===== src/rtl/decoding_block.sv =====
// Receive-side lane decoder: checks 64b/66b or 128b/132b sync headers
// and unloads each accepted symbol as one byte per lane per clock.
module decoding_block (
   input  logic         dec_clk,
   input  logic         rst,
   input  logic         enable,
   input  logic [1:0]   gen_speed,
   input  logic [131:0] lane_0_rx_enc,
   input  logic [131:0] lane_1_rx_enc,
   input  logic         sym_valid,
   output logic         sym_ready,
   output logic [7:0]   lane_0_rx,
   output logic [7:0]   lane_1_rx,
   output logic         rx_valid,
   output logic         rx_os,
   output logic         sync_err,
   output logic [7:0]   hdr_err_cnt
);

   localparam logic [1:0] GEN_LEGACY = 2'd0;
   localparam logic [1:0] GEN_4      = 2'd1;
   localparam logic [1:0] GEN_3      = 2'd2;
   localparam logic [1:0] GEN_RSVD   = 2'd3;

   logic [127:0] pay0_q, pay0_d;
   logic [127:0] pay1_q, pay1_d;
   logic [4:0]   idx_q, idx_d;
   logic         os_q, os_d;
   logic [7:0]   lane0_q, lane0_d;
   logic [7:0]   lane1_q, lane1_d;
   logic         rx_valid_q, rx_valid_d;
   logic         sync_err_q, sync_err_d;
   logic [7:0]   cnt_q, cnt_d;
   logic [1:0]   gen_q, gen_d;

   logic [4:0]   n_len;
   logic [1:0]   hd0, hd1;
   logic         hdr_good;
   logic         accept;
   logic [127:0] pay_in0, pay_in1;
   logic [6:0]   bsel;

   // Returns {valid, ordered_set} for the header in the symbol LSBs.
   function automatic logic [1:0] hdr_dec(input logic [1:0] gen,
                                          input logic [3:0] h);
      logic [1:0] r;
      r = 2'b00;
      if (gen == GEN_3) begin
         case (h[1:0])
            2'b01:   r = 2'b10;
            2'b10:   r = 2'b11;
            default: r = 2'b00;
         endcase
      end else if (gen == GEN_4) begin
         case (h)
            4'b1010: r = 2'b10;
            4'b0101: r = 2'b11;
            default: r = 2'b00;
         endcase
      end
      return r;
   endfunction

   assign n_len    = (gen_speed == GEN_3) ? 5'd8 : 5'd16;
   assign hd0      = hdr_dec(gen_speed, lane_0_rx_enc[3:0]);
   assign hd1      = hdr_dec(gen_speed, lane_1_rx_enc[3:0]);
   assign hdr_good = hd0[1] & hd1[1] & (hd0[0] == hd1[0]);
   assign bsel     = {idx_q[3:0], 3'b000};

   assign pay_in0 = (gen_speed == GEN_3) ?
                    {64'b0, lane_0_rx_enc[65:2]} : lane_0_rx_enc[131:4];
   assign pay_in1 = (gen_speed == GEN_3) ?
                    {64'b0, lane_1_rx_enc[65:2]} : lane_1_rx_enc[131:4];

   // Ready while idle or on the last byte, so symbols chain without gaps.
   assign sym_ready = ~rst & enable & (gen_speed != GEN_RSVD) &
                      ((gen_speed == GEN_LEGACY) | (idx_q == 5'd0) |
                       (idx_q == n_len));
   assign accept    = sym_valid & sym_ready;

   always_comb begin
      pay0_d     = pay0_q;
      pay1_d     = pay1_q;
      idx_d      = idx_q;
      os_d       = os_q;
      lane0_d    = lane0_q;
      lane1_d    = lane1_q;
      rx_valid_d = 1'b0;
      sync_err_d = 1'b0;
      cnt_d      = cnt_q;
      gen_d      = gen_speed;

      if (!enable) begin
         pay0_d  = '0;
         pay1_d  = '0;
         idx_d   = '0;
         os_d    = 1'b0;
         lane0_d = '0;
         lane1_d = '0;
         cnt_d   = '0;
      end else if (gen_speed == GEN_RSVD) begin
         idx_d = '0;
      end else if (gen_speed == GEN_LEGACY) begin
         idx_d      = '0;
         os_d       = 1'b0;
         lane0_d    = lane_0_rx_enc[7:0];
         lane1_d    = lane_1_rx_enc[7:0];
         rx_valid_d = sym_valid;
      end else if (accept) begin
         if (hdr_good) begin
            pay0_d     = pay_in0;
            pay1_d     = pay_in1;
            lane0_d    = pay_in0[7:0];
            lane1_d    = pay_in1[7:0];
            os_d       = hd0[0];
            idx_d      = 5'd1;
            rx_valid_d = 1'b1;
         end else begin
            idx_d      = '0;
            sync_err_d = 1'b1;
            cnt_d      = (cnt_q == 8'hff) ? cnt_q : cnt_q + 8'd1;
         end
      end else if ((idx_q != 5'd0) && (gen_speed != gen_q)) begin
         idx_d = '0;
      end else if ((idx_q != 5'd0) && (idx_q < n_len)) begin
         lane0_d    = pay0_q[bsel +: 8];
         lane1_d    = pay1_q[bsel +: 8];
         idx_d      = idx_q + 5'd1;
         rx_valid_d = 1'b1;
      end else begin
         idx_d = '0;
      end
   end

   always_ff @(posedge dec_clk) begin
      if (rst) begin
         pay0_q     <= '0;
         pay1_q     <= '0;
         idx_q      <= '0;
         os_q       <= 1'b0;
         lane0_q    <= '0;
         lane1_q    <= '0;
         rx_valid_q <= 1'b0;
         sync_err_q <= 1'b0;
         cnt_q      <= '0;
         gen_q      <= '0;
      end else begin
         pay0_q     <= pay0_d;
         pay1_q     <= pay1_d;
         idx_q      <= idx_d;
         os_q       <= os_d;
         lane0_q    <= lane0_d;
         lane1_q    <= lane1_d;
         rx_valid_q <= rx_valid_d;
         sync_err_q <= sync_err_d;
         cnt_q      <= cnt_d;
         gen_q      <= gen_d;
      end
   end

   assign lane_0_rx   = lane0_q;
   assign lane_1_rx   = lane1_q;
   assign rx_valid    = rx_valid_q;
   assign rx_os       = os_q;
   assign sync_err    = sync_err_q;
   assign hdr_err_cnt = cnt_q;

endmodule


===== config.mk =====
export PLATFORM = sky130hd
export DESIGN_NAME = decoding_block
export DESIGN_NICKNAME = d
export VERILOG_FILES = /design/src/rtl/decoding_block.sv
export SDC_FILE = /design/constraint.sdc
export NUM_CORES = 1
export LEC_CHECK = 0
export CORE_UTILIZATION = 55
export CTS_CLUSTER_SIZE = 16
export DETAILED_ROUTE_END_ITERATION = 8
export DONT_BUFFER_PORTS = 1
export HOLD_SLACK_MARGIN = 0.1
export PLACE_DENSITY_LB_ADDON = 0.3
export SLEW_MARGIN = 10
export SYNTH_ARGS = -nofsm -noshare
export SYNTH_HDL_FRONTEND = slang
export SYNTH_SLANG_ARGS = --single-unit

===== constraint.sdc =====
create_clock -name dec_clk -period 5.25 [get_ports dec_clk]
set_clock_uncertainty 0.1 [all_clocks]
set_input_delay 0.7875 -clock dec_clk [delete_from_list [all_inputs] [get_ports dec_clk]]
set_output_delay 0.7875 -clock dec_clk [all_outputs]
set_load 0.05 [all_outputs]

Word level (Yosys, flattened, before mapping)
Cells that the tools add are included.
Widths: inputs -> output; s select.
{"block": "op_classes", "shifts": 2, "add_sub_neg": 2, "muxes": 34, "n_eq_ne": 18, "n_reduce_logical": 16, "bitwise": 15, "order_cmp": 1}
{"operator": "$mux 128", "count": 2}
{"operator": "$shiftx 128x8->8", "count": 2}
{"operator": "$mux 8", "count": 10}
{"operator": "$mux 5", "count": 4}
{"operator": "$pmux 2 s2", "count": 4}
{"operator": "$mux 1", "count": 10}
{"operator": "$add 8x1->8 const B", "count": 1}
{"operator": "$eq 2x2->1 const B", "count": 4}
{"operator": "$eq 4x3->1 const B", "count": 2}
{"operator": "$eq 4x4->1 const B", "count": 2}
{"operator": "$eq 8x8->1 const B", "count": 1}
{"operator": "$mux 2", "count": 4}
{"operator": "$reduce_and 4->1", "count": 2}
{"operator": "$not 1->1", "count": 7}
{"operator": "$and 1x1->1", "count": 6}
{"operator": "$eq 2x1->1 const B", "count": 3}
{"operator": "$add 5x1->5 const B", "count": 1}
{"operator": "$eq 5x5->1", "count": 1}
{"operator": "$logic_not 5->1", "count": 1}
{"operator": "$lt 5x5->1", "count": 1}
{"operator": "$reduce_and 5->1", "count": 1}
{"operator": "$reduce_bool 5->1", "count": 1}
{"operator": "$reduce_or 5->1", "count": 1}
{"operator": "$reduce_bool 2->1", "count": 2}
{"operator": "13 further kinds", "count": 15}
{"block": "totals", "reg_bits": 290, "wordCells": 98}

Depth between registers and ports, before layout
Gate-level depths: netlist (run 1).
{"block": "logic_depth", "depth_word": 9, "depth_mapped": 11}

Worst setup path before layout (run 1)
OpenSTA, ideal clock, no wires.
{"block": "synth_path", "kind": "input port to output port", "start": "input port gen_speed[0]", "end": "output port sym_ready", "setup_slack_ps": 1603, "path_stages": 6, "t_required_ps": 4363, "arrival_ps": 2759, "cell_sequence": "inv_1 > ha_1 > ha_1 > a2bb2oi_1 > o21a_1 > nor3_1"}
{"block": "synth_between", "elab_chain_cells": 5, "word_cells_on_any_way": 9}
{"element": "from (decl)", "line": "7", "rtl": "input logic [1:0] gen_speed,"}
{"element": "$eq 2x2->1", "line": "64", "rtl": "assign n_len = (gen_speed == GEN_3) ? 5'd8 : 5'd16;"}
{"element": "$mux 5", "line": "64"}
{"element": "$eq 5x5->1", "line": "78", "rtl": "(idx_q == n_len));"}
{"element": "$or 1x1->1", "line": "77", "rtl": "((gen_speed == GEN_LEGACY) | (idx_q == 5'd0) |"}
{"element": "$and 1x1->1 *", "line": "76", "rtl": "assign sym_ready = ~rst & enable & (gen_speed != GEN_RSVD) &"}
{"element": "to (decl)", "line": "11", "rtl": "output logic sym_ready,"}
Mark *: on every way between the ends. The rest lies on a longest branch, timed or not.

Final worst setup path (run 1)
{"block": "layout_path", "start": "register idx_q[1]", "end": "register pay1_q[122]"}
{"block": "layout_between", "elab_chain_cells": 6, "word_cells_on_any_way": 7}
{"element": "from (decl)", "line": "27", "rtl": "logic [4:0] idx_q, idx_d;"}
{"element": "from (signal assigned)", "line": "150", "rtl": "idx_q <= idx_d;"}
{"element": "$logic_not 5->1", "line": "77"}
{"element": "$or 1x1->1", "line": "77"}
{"element": "$or 1x1->1 *", "line": "77"}
{"element": "$and 1x1->1 *", "line": "76"}
{"element": "$and 1x1->1 *", "line": "79", "rtl": "assign accept = sym_valid & sym_ready;"}
{"element": "$reduce_and 4->1 (no line) *"}
{"element": "to (signal assigned)", "line": "149", "rtl": "pay1_q <= pay1_d;"}
{"element": "to (decl)", "line": "26", "rtl": "logic [127:0] pay1_q, pay1_d;"}
Marked as above.
A chain may end at the register's enable or synchronous reset.

==> impl_metrics.ini, run 1 <==
[critical_path]
required_ns = 5.61
crit_arrival_ns = 3.90
crit_fanout = 117
start_kind = flop
r2r_setup_slack_ns = 1.71
crit_buf_inv = 2
end_kind = flop
slowest_delay_ns = 0.92
cp_top_family = buffers and inverters
cp_slowest_cell = buf_4
path_cells = clkinv_1, ha_1, nand2b_1, o21ai_0, o2111ai_4, buf_4, nand2_1, a21oi_1
worst-setup-path-type = flop to flop

[logic_synthesis]
synth_top_area_cell = dfxtp_1
synthArstFlopShare_pct = 0
netlist_area_sq_um = 14400
ys_types = 50
yosysSeqAreaShare_pct = 40.3
synth.avg_cell_area_sq_um = 9.12
synth_common_cells = 290 x dfxtp_1, 166 x nand2_1, 155 x a21oi_1
synth_top_area_share_pct = 40.3
synth-edff-count = 0
synth_nets = 1866
synthFlopType = dfxtp_1
postSynthCellCount = 1581
ys_ff_latch = 290
yosysMostFrequentCell = dfxtp_1
yosys_warnings = 0
synth_area_leaders = dfxtp_1 40%, mux2i_1 9.0%, mux4_2 7.5%

[clocking]
cts_setup_buffers = 0
cts_buffer_depth = 3
hold_buffers = 0
cts_root_buf = clkbuf_16
clk_pin_slew_ns = 0.06
cts_tree = done
htreeDepth = 1
cts_sinks = 290
clk_latency_ns = 0.54
ctsResizeCount = 0
cts_buffers = 30

[final_layout]
final_nets = 1764
final_cell_area_sq_um = 15500
antenna_cells = 0
nFillCells = 2182
area_growth_pct = 7.57
drive_gt1_share_pct = 10.5

[die]
die_w_um = 164
io_pins = 298
core_sq_um = 25500
die_h_um = 164
initial_utilization_pct = 56.6
fp-row-count = 58
die-area_sq_um = 26900

[power_and_ir_drop]
p_int_mw = 3.68
pwr-share-clk_pct = 47.9
swShare_pct = 21.7
switchingPower_mw = 1.02
peakVddDrop_uv = 337
p_per_area_nw_per_um2 = 303
p_seq_share_pct = 47.0
power_frac_comb_pct = 5.0
p_leak_nw = 4.65

[route]
drt_iter0_drc = 994
drtAntennaViolNets = 0
via_per_inst = 6.28
wl_per_cell_um = 21.3
totalWireLength_mm = 39.0
first_pass_iters = 5
drc = 0
vias = 11507

[flow_run]
cap_violations = 0

[outcome]
outcome = finished clean

[global_routing]
grt_pass1_wl_mm = 58.7
grt.total_usage_pct = 27.9
antenna_found_initial = 1
grt_pass1_vias = 10826
grt_start_max_net_pins = 258
grt_overflow = 0

[timing]
min_period_ns = 3.54
tns_ns = 0
slew_viol_final = 0
rsz0062_at_grt = false
hold_violations = 0
fin_ws_ns = 1.71
max_slew.worst_pin.slew_ns = 1.19
period_share_pct = 67.4
relSlewSlack_pct = 20.9
finalSetupViolCount = 0
fmax_ghz = 0.283

[place]
place_area_sq_um = 14400
post-dp-hpwl_mm = 26.6
place_ws_ns = 1.43
gp_congestion = 0.884
portBuffers = 0

[worst_hold_path]
worstHoldPathType = primary input to flop
[final cells by class]
cell class | count | area [sq um] | area share (%)
flip-flops and latches | 290 | 5810 | 37.5
inverters | 31 | 116 | 0.750
multi-input cells | 1110 | 7930 | 51.2
repair buffers | 16 | 158 | 1.02
clock buffers | 45 | 950 | 6.12
clock inverters | 9 | 124 | 0.799
well taps | 330 | 413 | 2.66
[cells by family (layout without fill, tap and decap cells)]
| family | Yosys count | in the layout | synth area share (%) |
|---|---|---|---|
| simple gates | 519 | 519 | 17.9 |
| xor+xnor | 6 | 6 | 0.365 |
| buf+inv | 181 | 101 | 5.10 |
| compound gates | 363 | 363 | 16.3 |
| fa+ha+maj | 15 | 15 | 1.30 |
| flops | 290 | 290 | 40.3 |
| mux | 207 | 207 | 18.8 |
[through the flow]
step	utilization, %	cells	power [mW]	hold WS (ns)
5_1_grt	60.9	1831	4.84	0.186
2_1_floorplan	-	1581	2.45	0.327
3_3_place_gp	56.7	1777	2.49	0.335
6_report	60.9	1831	4.70	0.205
3_5_place_dp	56.7	1777	2.49	0.342
4_1_cts	60.9	1831	4.73	0.186
[state kept, by name, summed over array words and instances, names as in the netlist]
name / flops
pay0_q: 128
pay1_q: 128
hdr_err_cnt: 8
lane_0_rx: 8
lane_1_rx: 8
idx_q: 5
gen_q: 2
rx_os: 1
rx_valid: 1
sync_err: 1
[per-layer routing]
| metal | part of all wire (%) | track usage (%) | wire length [um] |
|---|---|---|---|
| met3 | 7.7 | 6.72 | 3000 |
| met5 | 0.028 | 0 | 11 |
| met1 | 43 | 37.4 | 16700 |
| met2 | 46 | 44.4 | 18000 |
| met4 | 3.1 | 9.05 | 1190 |
[power groups by stage]
stage                     clock [mW]  sequential (mW)  combinational, mW
final                           2.25             2.21              0.236
after global routing            2.38             2.21              0.252
after CTS                       2.28             2.21              0.234
after detailed placement           0             2.26              0.233
after global placement             0             2.26              0.229
after floorplan                    0             2.26              0.184
[worst paths after layout]
kind                             from                  endpoint  cells past startpoint
min reg2reg  pay0_q[119]$_SDFFE_PP0P_  pay0_q[119]$_SDFFE_PP0P_                      2
max reg2reg       idx_q[1]$_SDFF_PP0_  pay1_q[122]$_SDFFE_PP0P_                      8
max               idx_q[1]$_SDFF_PP0_  pay1_q[122]$_SDFFE_PP0P_                      8
min                               rst       gen_q[0]$_SDFF_PP0_                      1
[placed cells by master (no fill, tap or decap), types with 7 or more instances in the layout]
cell type	instances
nand3_1	7
clkbuf_16	32
ha_1	14
mux2_2	30
a211oi_1	130
o22ai_1	31
nand2b_1	7
buf_4	13
inv_1	30
mux4_2	48
nand2_1	166
clkbuf_8	10
a2111oi_0	16
dfxtp_1	288
mux2i_1	129
a21oi_1	155
nand3b_1	129
nor3_1	33
nor2_1	152
No activity file was read; power rests on OpenSTA's default activity.
==> run 2: changes to the inputs <==
Clock period 5.25 ns to 3.4 ns, I/O delays scaled along.
==> run 2 against run 1 <==
Against the previous run: combinational power grew 140%; critical path depth grew 1; wire length grew 12%; sequential share of layout area shrank 4.4 points; design area grew 13%; critical path type is now primary input to flop; largest cell class unchanged; highest routed layer is now met4.
==> impl_metrics.ini, run 2 (same netlist as run 1, synthesis figures left out) <==
[die]
die-area_sq_um = 26900
initial_utilization_pct = 56.6
fp-row-count = 58
die_h_um = 164
io_pins = 298
die_w_um = 164
core_sq_um = 25500

[final_layout]
mostFrequentLayoutCells = 288 x dfxtp_1, 189 x dlygate4sd3_1, 166 x nand2_1, 155 x a21oi_1, 152 x nor2_1
drive_gt1_share_pct = 10.1
layout_commonest_cell = dfxtp_1
area_growth_pct = 22.0
reg_top3 = pay0_q (128), pay1_q (128)
final_nets = 1971
postLayoutCoreUtil_pct = 69.1
stdcell_count = 2044

[critical_path]
crit_buf_inv = 3
cp_slowest_cell = or4_1
end_kind = flop
crit_arrival_ns = 3.64
required_ns = 3.75
reg2regPathDepth = 8
crit_fanout = 128
path_cells = dlygate4sd3_1, inv_1, ha_4, nand2b_1, or4_1, a2111oi_4, buf_12, nand3b_1, a21oi_1
r2r_setup_slack_ns = 0.46
worstReg2RegStart = idx_q[3]$_SDFF_PP0_
slowest_delay_ns = 0.60
reg2reg_to = pay1_q[114]$_SDFFE_PP0P_
worst-setup-path-type = primary input to flop
start_kind = primary input
cp_top_family = buffers and inverters

[clocking]
cts_buffers = 31
clk_latency_ns = 0.55
cts_root_buf = clkbuf_16
cts_setup_buffers = 0
cts_sinks = 290
cts_tree = done
clk_pin_slew_ns = 0.06
htreeDepth = 1
cts_buffer_depth = 3

[place]
dp_cells = 1794
post-dp-hpwl_mm = 27.4
portBuffers = 0
gp_congestion = 0.894

[timing]
relSlewSlack_pct = 34.7
period_share_pct = 96.7
hold_violations = 0
fmax_ghz = 0.304
finalSetupViolCount = 0
min_period_ns = 3.29
rsz0062_at_grt = true
slew_viol_final = 0
max_slew.worst_pin.slew_ns = 0.979

[route]
drc = 0
vias = 12662
via_per_inst = 6.19
drtAntennaViolNets = 0
totalWireLength_mm = 43.5
wl_per_cell_um = 21.3
first_pass_iters = 5
drt_iter0_drc = 1217

[worst_hold_path]
min_path_cells = 2
worstHoldPathType = primary input to flop
min_from = lane_1_rx_enc[14]
hold_end = pay1_q[12]$_SDFFE_PP0P_

[global_routing]
grt_start_max_net_pins = 203
grt_overflow = 0
grt.total_usage_pct = 31.6
antenna_found_initial = 2
grt_pass1_vias = 12491
grt_pass1_wl_mm = 66.3

[power_and_ir_drop]
peakVddDrop_uv = 419
p_per_area_nw_per_um2 = 420
p_leak_nw = 5.54

[outcome]
outcome = finished clean

[flow_run]
cap_violations = 0
-- run 2: cell types whose count changed in the layout (fill, tap and decap cells not counted), moves of 5 or more --
cell / delta
buf_12: +6
dlygate4sd3_1: +189
buf_4: +10
diode_2: +5
clkbuf_8: -5
clkbuf_1: +5
-- run 2: final cells by class --
class | count | area (sq um)
Multi-Input combinational cell | 1110 | 7940
Fill cell | 1873 | 7880
Sequential cell | 290 | 5810
Timing Repair Buffer | 222 | 2270
Clock buffer | 46 | 925
Tap cell | 330 | 413
Inverter | 31 | 116
Clock inverter | 10 | 103
Antenna cell | 5 | 12.5
-- run 2: stage by stage --
stage          TNS (ns)  worst slack (ns)  power, mW  hold WS, ns  cell area, sq um
2_1_floorplan         0             0.234       3.78        0.327             14400
3_3_place_gp          0             0.313       3.85        0.335             14600
3_5_place_dp          0             0.201       3.86        0.341             14600
4_1_cts               0             0.103       7.40        0.100             17600
5_1_grt        -0.00176          -0.00176       7.59        0.109             17600
6_report              0             0.112       7.38        0.108             17600
-- run 2: metal layers --
layer / share of wire [%] / vias up / track usage, %
li1: - / 5969 / -
met1: 40 / 6010 / 40.2
met2: 47 / 585 / 52.2
met3: 8.6 / 98 / 6.54
met4: 3.5 / 0 / 12.6
met5: 0 / - / 0
-- run 2: worst max path at each step --
stage                         from                  endpoint  slack, ns  cells past startpoint
4_1_cts               gen_speed[0]                 sym_ready       0.10                      8
3_5_place_dp          gen_speed[0]    pay1_q[6]$_SDFFE_PP0P_       0.20                      9
5_1_grt               gen_speed[0]    pay1_q[5]$_SDFFE_PP0P_     -0.002                     10
6_report              gen_speed[0]  pay1_q[114]$_SDFFE_PP0P_       0.11                      9
2_1_floorplan  idx_q[1]$_SDFF_PP0_                 sym_ready       0.23                      7
3_3_place_gp          gen_speed[0]   pay1_q[39]$_SDFFE_PP0P_       0.31                      9
-- run 2: worst register-to-register path, cell delays in order, from the launching register on --
cell       delay (ns)
dfxtp_1          0.48
inv_1            0.18
ha_1             0.33
a2bb2oi_2        0.09
o21a_1           0.27
a2111oi_4        0.43
buf_12           0.43
nand3b_1         0.35
a21oi_1          0.21
-- run 2: report_power, final --
group / internal (mW) / switching (mW) / leakage, nW
clock: 2.02 / 1.37 / 0.508
combinational: 0.295 / 0.277 / 2.69
sequential: 3.40 / 0.0150 / 2.34
total: 5.72 / 1.67 / 5.54
-- run 2: timing repair --
action | CTS | global route
resized for setup | 0 | 2
endpoints found under the hold margin | 171 | 0
hold buffers | 189 | 0
setup endpoints to repair | 0 | 3
==> run 3: changes to the inputs <==
Clock period 3.4 ns to 4.2 ns, I/O delays scaled along.
==> run 3 against run 2 <==
Against the previous run: worst hold slack better by 0.038 ns; sequential share of layout area up 4.4 points; register-to-register slack better by 0.51 ns; design area down 12%; critical path type is now flop to output port.
==> impl_metrics.ini, run 3 (same netlist as run 1, synthesis figures left out) <==
[critical_path]
cp-startpoint = idx_q[1]$_SDFF_PP0_
r2r_setup_slack_ns = 0.97
reg2regPathDepth = 5
worst-setup-path-type = flop to output port
end_kind = output port
worstReg2RegStart = idx_q[1]$_SDFF_PP0_
start_kind = flop
crit_arrival_ns = 2.67
crit_fanout = 22
reg2reg_to = lane_0_rx[7]$_SDFFE_PP0P_
required_ns = 3.47

[clocking]
ctsResizeCount = 0
cts_sinks = 290
cts_root_buf = clkbuf_16
clk_pin_slew_ns = 0.06
clk_latency_ns = 0.54
cts_buffer_depth = 3
cts_tree = done
cts_buffers = 30
htreeDepth = 1

[final_layout]
antenna_cells = 0
reg_top3 = pay0_q (128), pay1_q (128)
mostFrequentLayoutCells = 288 x dfxtp_1, 166 x nand2_1, 155 x a21oi_1, 152 x nor2_1, 130 x a211oi_1
area_growth_pct = 7.62
layout_commonest_cell = dfxtp_1
drive_gt1_share_pct = 10.9
final_cell_area_sq_um = 15500
final_nets = 1776

[die]
die-area_sq_um = 26900
die_h_um = 164
core_sq_um = 25500
fp-row-count = 58
die_w_um = 164
initial_utilization_pct = 56.6
io_pins = 298

[route]
wl_per_cell_um = 21.4
vias = 11531
drt_iter0_drc = 1014
first_pass_iters = 5
totalWireLength_mm = 39.3
via_per_inst = 6.27
drtAntennaViolNets = 0
drc = 0

[timing]
fin_ws_ns = 0.800
hold_violations = 0
slew_viol_final = 0
finalSetupViolCount = 0
min_period_ns = 3.40
period_share_pct = 80.9
rsz0062_at_grt = false
tns_ns = 0
max_slew.worst_pin.slew_ns = 1.04
fmax_ghz = 0.294
relSlewSlack_pct = 30.9

[worst_hold_path]
min_from = sym_valid
min_path_cells = 2
hold_end = rx_valid$_SDFF_PP0_
worstHoldPathType = primary input to flop

[power_and_ir_drop]
peakVddDrop_uv = 320
p_per_area_nw_per_um2 = 365
p_leak_nw = 4.66
power_mw = 5.66

[global_routing]
grt_pass1_vias = 11057
grt_pass1_wl_mm = 60.3
antenna_found_initial = 0
grt_start_max_net_pins = 137
grt.total_usage_pct = 28.7
grt_overflow = 0

[place]
place_area_sq_um = 14500
place_ws_ns = 0.781
portBuffers = 0
gp_congestion = 0.898
post-dp-hpwl_mm = 27.3

[flow_run]
cap_violations = 0

[outcome]
outcome = finished clean
==> run 3: cell count changes in the layout (fill, tap and decap cells not counted), moves of 4 or more <==
cell and change:
dlygate4sd3_1 -188, clkbuf_1 -5, diode_2 -5, buf_12 -4
==> run 3: area by class of cell <==
class / instances / area, sq um
fill: 2180 / 9960
multi-input combinational: 1110 / 7930
sequential: 290 / 5810
clock buffer: 41 / 895
tap: 330 / 413
timing repair buffer: 28 / 275
inverter: 31 / 116
clock inverter: 8 / 68.8
==> run 3: critical path: stages, from the launching register on <==
cell and delay [ns]:
dfxtp_1 0.59, clkinv_1 0.15, ha_1 0.16, nand2b_1 0.16, o21a_1 0.32, nor3_2 0.74
==> run 3: worst max path at each step <==
stage	end	cells past startpoint	slack (ns)
finish	sym_ready	5	0.80
detailed placement	pay1_q[11]$_SDFFE_PP0P_	9	0.78
global placement	pay1_q[47]$_SDFFE_PP0P_	9	0.86
global route	sym_ready	5	0.60
floorplan	sym_ready	6	0.87
CTS	sym_ready	5	0.79
==> run 3: metal layers <==
metal | GRT usage [%] | wire length, um
met2 | 45.8 | 18200
met3 | 6.97 | 3270
met4 | 8.21 | 1070
met1 | 38.4 | 16700
met5 | 0 | 0
==> run 3: timing repair <==
action	CTS	global route
hold buffers	1	0
setup buffers	0	0
endpoints found under the hold margin	2	0
==> run 3: power by group <==
group / switching (mW) / internal (mW)
registers: 0.0118 / 2.75
logic: 0.183 / 0.113
clock network: 1.06 / 1.53
total: 1.26 / 4.40
==> run 3: through the flow <==
step           utilization (%)  instances  hold slack [ns]
6_report                  60.9       1838            0.146
5_1_grt                   60.9       1838            0.133
4_1_cts                   60.9       1838            0.126
2_1_floorplan                -       1581            0.327
3_5_place_dp              57.1       1788            0.340
3_3_place_gp              57.1       1788            0.335
